--- config.mk ---
export PLATFORM = sky130hd
export DESIGN_NAME = countdown_timer_flat
export DESIGN_NICKNAME = d
export VERILOG_FILES = /design/src/rtl/countdown_timer_if.sv /design/src/rtl/countdown_timer.sv /design/src/flat_wrapper.sv
export SDC_FILE = /design/constraint.sdc
export NUM_CORES = 1
export LEC_CHECK = 0
export ABC_CLOCK_PERIOD_IN_PS = 5670
export BUFFER_PORTS_ARGS = -buffer_cell sky130_fd_sc_hd__buf_2
export CAP_MARGIN = 20
export CORE_UTILIZATION = 60
export DETAILED_ROUTE_END_ITERATION = 10
export PLACE_DENSITY = 0.88
export SLEW_MARGIN = 15
export SYNTH_ARGS = -nofsm -noshare
export SYNTH_HDL_FRONTEND = slang
export SYNTH_SLANG_ARGS = --single-unit
--- constraint.sdc ---
create_clock -name clock -period 5.67 [get_ports clock]
set_clock_uncertainty 0.05 [all_clocks]
set_input_delay 0.2835 -clock clock [delete_from_list [all_inputs] [get_ports clock]]
set_output_delay 0.2835 -clock clock [all_outputs]
set_load 0.005 [all_outputs]
--- src/rtl/countdown_timer_if.sv ---
// Keypad-to-timer bus: encoded keypress, control levels, 1 Hz tick and the BCD time/status back.
// master drives the controls (keypad/controller side); slave is the timer.
interface countdown_timer_if;
    logic [3:0] Digit;
    logic       loadn;
    logic       start;
    logic       pause;
    logic       clear;
    logic       tick;

    logic [3:0] min_tens;
    logic [3:0] min_ones;
    logic [3:0] sec_tens;
    logic [3:0] sec_ones;
    logic       running;
    logic       zero;
    logic       done;

    modport master (
        output Digit, loadn, start, pause, clear, tick,
        input  min_tens, min_ones, sec_tens, sec_ones, running, zero, done
    );

    modport slave (
        input  Digit, loadn, start, pause, clear, tick,
        output min_tens, min_ones, sec_tens, sec_ones, running, zero, done
    );
endinterface

--- src/rtl/countdown_timer.sv ---
// MM:SS BCD entry register and 1 Hz countdown; keypress/tick/control take effect at the sampling edge, visible next cycle.
// No backpressure: every input is a level or single-cycle strobe consumed in the cycle it is sampled.
module countdown_timer #(
    parameter int unsigned SEC_TENS_WRAP = 5
) (
    input  logic               clock,
    input  logic               reset,
    countdown_timer_if.slave   tbus
);

    typedef enum logic [1:0] {
        ST_IDLE  = 2'd0,
        ST_RUN   = 2'd1,
        ST_PAUSE = 2'd2,
        ST_DONE  = 2'd3
    } state_t;

    typedef struct packed {
        logic [3:0] min_tens;
        logic [3:0] min_ones;
        logic [3:0] sec_tens;
        logic [3:0] sec_ones;
    } bcd_time_t;

    localparam logic [3:0] WRAP_DIGIT = 4'(SEC_TENS_WRAP);

    state_t    state_q, state_d;
    bcd_time_t time_q,  time_d;
    logic      zero_q,  zero_d;
    logic      done_q,  done_d;
    logic      loadn_q, loadn_d;

    bcd_time_t dec_time;
    logic      press;
    logic      digit_ok;

    assign press    = !tbus.loadn && loadn_q;
    assign digit_ok = (tbus.Digit <= 4'd9);

    // Borrow chain runs digit-wise, so seconds entered above 59 simply count down as typed.
    always_comb begin
        dec_time = time_q;
        if (time_q.sec_ones != 4'd0) begin
            dec_time.sec_ones = time_q.sec_ones - 4'd1;
        end else if (time_q.sec_tens != 4'd0) begin
            dec_time.sec_ones = 4'd9;
            dec_time.sec_tens = time_q.sec_tens - 4'd1;
        end else begin
            if (time_q.min_ones != 4'd0) begin
                dec_time.min_ones = time_q.min_ones - 4'd1;
            end else begin
                dec_time.min_ones = 4'd9;
                dec_time.min_tens = time_q.min_tens - 4'd1;
            end
            dec_time.sec_tens = WRAP_DIGIT;
            dec_time.sec_ones = 4'd9;
        end
    end

    always_comb begin
        state_d = state_q;
        time_d  = time_q;
        done_d  = 1'b0;
        loadn_d = tbus.loadn;

        if (tbus.clear) begin
            time_d  = '0;
            state_d = ST_IDLE;
        end else begin
            unique case (state_q)
                ST_IDLE: begin
                    if (tbus.start) begin
                        if (!zero_q) begin
                            state_d = ST_RUN;
                        end
                    end else if (press && digit_ok) begin
                        time_d.min_tens = time_q.min_ones;
                        time_d.min_ones = time_q.sec_tens;
                        time_d.sec_tens = time_q.sec_ones;
                        time_d.sec_ones = tbus.Digit;
                    end
                end
                ST_RUN: begin
                    // A tick coinciding with pause is dropped on purpose.
                    if (tbus.pause) begin
                        state_d = ST_PAUSE;
                    end else if (tbus.tick && !zero_q) begin
                        time_d = dec_time;
                        if (dec_time == '0) begin
                            state_d = ST_DONE;
                            done_d  = 1'b1;
                        end
                    end
                end
                ST_PAUSE: begin
                    if (tbus.start && !tbus.pause) begin
                        state_d = ST_RUN;
                    end
                end
                ST_DONE: begin
                    if (press && digit_ok) begin
                        time_d          = '0;
                        time_d.sec_ones = tbus.Digit;
                        state_d         = ST_IDLE;
                    end
                end
                default: begin
                    state_d = ST_IDLE;
                end
            endcase
        end

        zero_d = (time_d == '0);
    end

    always_ff @(posedge clock) begin
        if (reset) begin
            state_q <= ST_IDLE;
            time_q  <= '0;
            zero_q  <= 1'b1;
            done_q  <= 1'b0;
            loadn_q <= 1'b1;
        end else begin
            state_q <= state_d;
            time_q  <= time_d;
            zero_q  <= zero_d;
            done_q  <= done_d;
            loadn_q <= loadn_d;
        end
    end

    assign tbus.min_tens = time_q.min_tens;
    assign tbus.min_ones = time_q.min_ones;
    assign tbus.sec_tens = time_q.sec_tens;
    assign tbus.sec_ones = time_q.sec_ones;
    assign tbus.running  = (state_q == ST_RUN);
    assign tbus.zero     = zero_q;
    assign tbus.done     = done_q;

endmodule

--- src/flat_wrapper.sv ---
// flat-port wrapper written by rule: the top's interface ports become plain ports
module countdown_timer_flat 
#(
    parameter int unsigned SEC_TENS_WRAP = 5
)
  (clock, reset, tbus_Digit, tbus_loadn, tbus_start, tbus_pause, tbus_clear, tbus_tick, tbus_min_tens, tbus_min_ones, tbus_sec_tens, tbus_sec_ones, tbus_running, tbus_zero, tbus_done);
  countdown_timer_if tbus_i ();
  input  logic clock;
  input  logic reset;
  input wire logic [$bits(tbus_i.Digit)-1:0] tbus_Digit;
  input wire logic [$bits(tbus_i.loadn)-1:0] tbus_loadn;
  input wire logic [$bits(tbus_i.start)-1:0] tbus_start;
  input wire logic [$bits(tbus_i.pause)-1:0] tbus_pause;
  input wire logic [$bits(tbus_i.clear)-1:0] tbus_clear;
  input wire logic [$bits(tbus_i.tick)-1:0] tbus_tick;
  output wire logic [$bits(tbus_i.min_tens)-1:0] tbus_min_tens;
  output wire logic [$bits(tbus_i.min_ones)-1:0] tbus_min_ones;
  output wire logic [$bits(tbus_i.sec_tens)-1:0] tbus_sec_tens;
  output wire logic [$bits(tbus_i.sec_ones)-1:0] tbus_sec_ones;
  output wire logic [$bits(tbus_i.running)-1:0] tbus_running;
  output wire logic [$bits(tbus_i.zero)-1:0] tbus_zero;
  output wire logic [$bits(tbus_i.done)-1:0] tbus_done;
  assign tbus_i.Digit = tbus_Digit;
  assign tbus_i.loadn = tbus_loadn;
  assign tbus_i.start = tbus_start;
  assign tbus_i.pause = tbus_pause;
  assign tbus_i.clear = tbus_clear;
  assign tbus_i.tick = tbus_tick;
  assign tbus_min_tens = tbus_i.min_tens;
  assign tbus_min_ones = tbus_i.min_ones;
  assign tbus_sec_tens = tbus_i.sec_tens;
  assign tbus_sec_ones = tbus_i.sec_ones;
  assign tbus_running = tbus_i.running;
  assign tbus_zero = tbus_i.zero;
  assign tbus_done = tbus_i.done;
  countdown_timer #(.SEC_TENS_WRAP(SEC_TENS_WRAP)) u_core (.clock(clock), .reset(reset), .tbus(tbus_i));
endmodule
## Word-level counts from Yosys, hierarchy flattened

Cells that the tools add are included.

| storage, ports and cells | value |
|---|---|
| register bits after elaboration | 21 |
| input port bits | 11 |
| output and inout port bits | 19 |
| logic and storage cells | 62 |

| cells by class | value |
|---|---|
| $add $sub $neg | 4 |
| magnitude comparators | 1 |
| equal/unequal tests | 9 |
| multiplexer cells | 22 |
| bitwise operators | 2 |
| reductions and logical operators | 16 |

Operators by type and width:

| operator | count |
|---|---|
| 2-to-1 mux 16 bit | 6 |
| case mux 16 bit (3 select lines) | 1 |
| zero test 16 bit | 2 |
| 2-to-1 mux 8 bit | 2 |
| subtractor 4 x 1 -> 4 bit, second input constant | 4 |
| 2-to-1 mux 2 bit | 7 |
| 2-to-1 mux 12 bit | 1 |
| 2-to-1 mux 4 bit | 3 |
| nonzero test 4 bit | 3 |
| case mux 2 bit (4 select lines) | 1 |
| inequality test 3 x 2 -> 1 bit, second input constant | 2 |
| AND reduction 6 bit | 1 |
| OR reduction 5 bit | 1 |
| equality test 2 bit, second input constant | 2 |
| <= comparator 4 bit, second input constant | 1 |
| logical AND 1 bit | 4 |
| inequality test 2 x 1 -> 1 bit, second input constant | 2 |
| inequality test 2 bit, second input constant | 2 |
| zero test 1 bit | 3 |
| equality test 2 x 1 -> 1 bit, second input constant | 1 |
| zero test 2 bit | 1 |
| inverter 1 bit | 2 |
| OR reduction 2 bit | 1 |
| 2-to-1 mux 1 bit | 1 |

## Depth between registers and ports, before layout

| depth | value |
|---|---|
| word-level depth | 9 |
| mapped depth | 10 |
| gate-level depth less buffers | 9 |

## Least setup slack after synthesis

OpenSTA, ideal clock, no wires.

| timing path | value |
|---|---|
| kind | reg-to-reg |
| start | register u_core.time_q (netlist bit u_core.tbus.sec_tens[0]) |
| end | register u_core.zero_q (netlist: u_core.tbus.zero) |
| library setup time | 0.116 ns |
| data arrival time | 2.217 ns |
| required time | 5.504 ns |
| setup slack | 3.287 ns |
| cell stages (with the launch flop) | 10 |
| path buffers | 1 |
| period minus slack after synthesis | 2.383 ns |
| path through | dfxtp_1 -> inv_1 -> ha_1 -> or3b_1 -> buf_6 -> nor3_4 -> a31o_1 -> a31oi_1 -> or3_1 -> a41o_1 |

| on the way | value |
|---|---|
| longest elaborated chain between the ends | 8 |
| elaborated cells between the ends (all ways) | 13 |
| classes of those cells | add/sub: 1; mux: 10; reduce/logical: 2 |

Ends and longest elaborated chain:

| element | RTL line | text |
|---|---|---|
| from (decl) | countdown_timer.sv:28 | `bcd_time_t time_q, time_d;` |
| from (signal assigned) | countdown_timer.sv:125 | `time_q <= time_d;` |
| subtractor 4 x 1 -> 4 bit / nonzero test 4 bit (equally long branches) | countdown_timer.sv:47, countdown_timer.sv:45 |  |
| 2-to-1 mux 8 bit | countdown_timer.sv:45 | `end else if (time_q.sec_tens != 4'd0) begin` |
| 2-to-1 mux 12 bit | countdown_timer.sv:43 | `if (time_q.sec_ones != 4'd0) begin` |
| 2-to-1 mux 16 bit | countdown_timer.sv:87 | `end else if (tbus.tick && !zero_q) begin` |
| 2-to-1 mux 16 bit | countdown_timer.sv:85 | `if (tbus.pause) begin` |
| case mux 16 bit (3 select lines) * | countdown_timer.sv:70 | `unique case (state_q)` |
| 2-to-1 mux 16 bit * | countdown_timer.sv:66 | `if (tbus.clear) begin` |
| zero test 16 bit * | countdown_timer.sv:113 | `zero_d = (time_d == '0);` |
| to (signal assigned) | countdown_timer.sv:126 | `zero_q <= zero_d;` |
| to (decl) | countdown_timer.sv:29 | `logic zero_q, zero_d;` |

Mark *: on every way between the ends. The rest lies on a longest branch, timed or not.
A chain may end at the register's enable or synchronous reset.

## Final worst setup path

| timing path | value |
|---|---|
| start | register u_core.time_q (netlist bit u_core.tbus.sec_ones[1]) |
| end | register u_core.state_q[1] |

| on the way | value |
|---|---|
| longest elaborated chain between the ends | 5 |
| elaborated cells between the ends (all ways) | 7 |
| classes of those cells | add/sub: 1; eq/ne: 1; mux: 2; reduce/logical: 3 |

Ends and longest elaborated chain:

| element | RTL line | text |
|---|---|---|
| subtractor 4 x 1 -> 4 bit / nonzero test 4 bit (equally long branches) | countdown_timer.sv:44, countdown_timer.sv:43 |  |
| 2-to-1 mux 4 bit / 2-to-1 mux 12 bit (equally long branches) | countdown_timer.sv:43 |  |
| zero test 16 bit * | countdown_timer.sv:89 | `if (dec_time == '0) begin` |
| inequality test 3 x 2 -> 1 bit (no source line) * | - |  |
| AND reduction 6 bit (no source line) * | - |  |
| to (signal assigned) | countdown_timer.sv:124 | `state_q <= state_d;` |
| to (decl) | countdown_timer.sv:27 | `state_t state_q, state_d;` |

Marked as above.

==> key figures <==
Run status
  – Status: complete, but fails checks
  – Failing checks: design-rule violations

CTS
  – Buffers inserted during post-CTS setup optimization: 0
  – H-tree depth: 1
  – # hold bufs at CTS: 0
  – CTS tree: built
  – Cts bufs inserted: 3
  – Clk slew on worst S/H paths: ~0.13 ns
  – Post-cts sizing count: 0
  – Clock latency at the later pin of the worst-skew pair: ~0.32 ns
  – CTS Sinks: 21
  – Root Driver: clkbuf_4
  – Max clock buf depth: 2

Setup path
  – Crit. End Element: register
  – Critical path class: register to register
  – Reg2Reg Setup Slack: approximately 2.7 ns
  – Worst EP required: around 6 ns
  – Critical path depth in cells: 8
  – Worst r2r dst: u_core.state_q[1]
  – Reg2Reg Launch Point: u_core.tbus.sec_ones[1]
  – Critical path buffers and inverters: 1
  – Slowest CP cell: or3b_4
  – Arr. time, crit path: 3.15 ns
  – Reg2Reg Depth: 8
  – CP peak stage delay: 0.52 ns
  – Critical path capture point: u_core.state_q[1]
  – Crit path cell chain: inv_1, ha_1, or3b_4, nor3_4, nand3_1, a221oi_2, o2111ai_1, a211oi_2
  – Critical path launch point type: register
  – Worst-path maximum fanout: 13
  – Cell family with most CP delay: simple AND/OR/NAND/NOR gates
  – CP Launch Point: u_core.tbus.sec_ones[1]

Cells and area
  – Fillers: 254
  – Proportion of layout cells with a drive suffix above 1: 17.2%
  – Synth-to-Final Area Change: 7.23%
  – Reg area: 420 sq um
  – ANT cells: 0
  – Nets: around 280
  – Multi-input logic area: 1290 sq um

Logic synthesis
  – Syn Std Cell Area: roughly 1900 sq um
  – Synth cell types: 66
  – Post-synth net total: 266
  – Seq/Total Area, Yosys: 22.7%
  – Cell count after synthesis: between 200 and 300
  – YS warnings: 0
  – Asr flop ratio synth: 0%
  – Post-synth EDFFs: 0
  – Synthesis-stage register bit count: 21
  – Ys flop type: dfxtp_1
  – Avg Cell Area, Syn: 7.41 sq um

STA
  – Highest Clock Rate: between 300 and 400 MHz
  – Setup TNS: 0 ns
  – Min cycle time layout: 2.95 ns
  – Final period util: 52.0%
  – RSZ-0062 raised after global routing: no
  – Final setup fails: 0
  – Setup ws final: 2.72 ns
  – Hold_ws: 0.128 ns
  – Final hold vios: 0
  – Slew HR: 51.8%
  – Slew @ Worst Pin: 0.721 ns
  – Max-slew violation count: 0

Pwr
  – Power Density: 137 nW/um^2
  – Leak: 0.800 nW
  – Peak supply drop: 0.000123 V
  – Overall Power: 0.273 mW

Routing
  – WL final: 5650 um
  – DRC viols: 1
  – Antenna Nets Post-Route: 0
  – Vias: 2,145
  – Starting DRT DRC Count: 267
  – Pre-antenna DRT Iters: 9
  – Average wire per standard cell: 19.0 um
  – Vias per cell: 7.20

Die
  – Std cell rows: 19
  – Full die area: 3310 sq um
  – Total core area: 2830 sq um
  – Ports: 30
  – Initial Util: 65.5%
  – DIE HEIGHT: approximately 58 um
  – Chip width: 57.6 um

GRT
  – Initial antenna violation count: 0
  – Number of global-route vias before repair: roughly 2,000
  – Tot GR Track Use: a little under two fifths
  – Total grt overflow: 0
  – First-pass GRT wire length: 9680 um
  – Largest net degree at the start of global routing: 26

Place
  – DP HPWL: 4140 um
  – Port Buffers: 29
  – Final GP Congestion: 0.953
  – Post-place setup slack: about 2.9 ns

Hold path
  – Hold crit path type: primary input to register
  – Worst hold path cell count: 2

Run
  – Total of max-cap violations: 0
==> worst min-delay path by stage <==
stage                           from          endpoint  slack, ns
after floorplan           tbus_pause  u_core.tbus.done       0.31
after global placement    tbus_loadn    u_core.loadn_q       0.46
after detailed placement  tbus_loadn    u_core.loadn_q       0.47
after CTS                 tbus_loadn    u_core.loadn_q       0.12
after global routing      tbus_loadn    u_core.loadn_q       0.14
final                     tbus_loadn    u_core.loadn_q       0.13
==> placed cells by master, fill, tap and decap left out, drive strengths merged, types with 2 or more instances in the layout <==
master | synthesis | final
and3b | 2 | 2
clkbuf | 11 | 4
o21bai | 2 | 2
nor2 | 28 | 28
a211oi | 3 | 3
buf | 6 | 30
nand4 | 6 | 6
nand2b | 2 | 2
nand3 | 9 | 9
a21oi | 15 | 15
o21ai | 15 | 15
or3b | 5 | 5
nand2 | 12 | 12
a31oi | 12 | 12
nor3b | 4 | 4
a21o | 2 | 2
o211ai | 4 | 4
ha | 5 | 5
inv | 14 | 14
nor2b | 10 | 10
a32o | 2 | 2
mux2i | 5 | 5
or2 | 2 | 2
dfxtp | 21 | 21
nor4 | 2 | 2
a22oi | 3 | 3
nand4b | 3 | 3
o31ai | 2 | 2
o22ai | 2 | 2
a31o | 2 | 2
or3 | 6 | 6
a221oi | 3 | 3
nor3 | 9 | 9
==> per-layer routing <==
metal,GRT usage [%],vias to the layer above,wire (um)
li1,-,979,-
met1,52.1,985,2180
met2,59.5,156,2550
met3,4.54,25,685
met4,20.2,0,225
met5,0,-,0
==> per-stage QoR <==
step	utilization, %	instance area (sq um)	cells
final	70.2	1990	298
after global routing	70.2	1990	298
after CTS	70.2	1990	298
after detailed placement	69.3	1960	294
after global placement	69.3	1960	294
after floorplan	-	1850	250
==> cells by family after synthesis <==
| kind of cell | share of synthesized area (%) |
|---|---|
| and+or+nand+nor | 33.7 |
| AOI/OAI and AO/OA | 30.1 |
| buffers and inverters | 7.36 |
| DFF | 22.7 |
| muxes | 2.70 |
| adders and majority gates | 3.38 |
==> registers in the layout, indices dropped and copies added, names as in the netlist <==
register	flops
u_core.state_q	2
u_core.tbus.sec_tens	4
u_core.loadn_q	1
u_core.tbus.min_tens	4
u_core.tbus.min_ones	4
u_core.tbus.sec_ones	4
u_core.tbus.zero	1
u_core.tbus.done	1
==> worst register-to-register path, stage by stage, from the launching register on <==
cell       delay, ns
dfxtp_1         0.42
inv_1           0.16
ha_1            0.35
or3b_4          0.52
nor3_4          0.38
nand3_1         0.17
a221oi_2        0.27
o2111ai_1       0.28
a211oi_2        0.28
==> layout make-up <==
type	count	area share, %
well taps	31	1.95
inverters	14	2.65
flip-flops and latches	21	21.2
multi-input cells	198	65.2
clock buffers	4	1.32
repair buffers	30	7.69
==> report_power, final <==
part / switching, mW / internal [mW] / leakage, nW
clock network: 0.0496 / 0.0276 / 0.0150
logic: 0.0284 / 0.0157 / 0.615
registers: 0.00267 / 0.149 / 0.170
==> Yosys cell counts, types with 5 or more instances <==
master / instances / share of area [%]
mux2i_1: 5 / 2.7
inv_1: 14 / 2.8
nor2b_1: 10 / 3.4
a31oi_1: 12 / 4.1
ha_1: 5 / 3.4
o21ai_0: 13 / 3.5
nand4_1: 6 / 2.0
clkbuf_1: 10 / 2.0
or3_1: 6 / 2.0
dfxtp_1: 21 / 23
nor2_1: 26 / 5.3
nand3_1: 9 / 2.4
a21oi_1: 15 / 4.1
nor3_1: 8 / 2.2
nand2_1: 12 / 2.4
(Power assumes the default switching activity.)
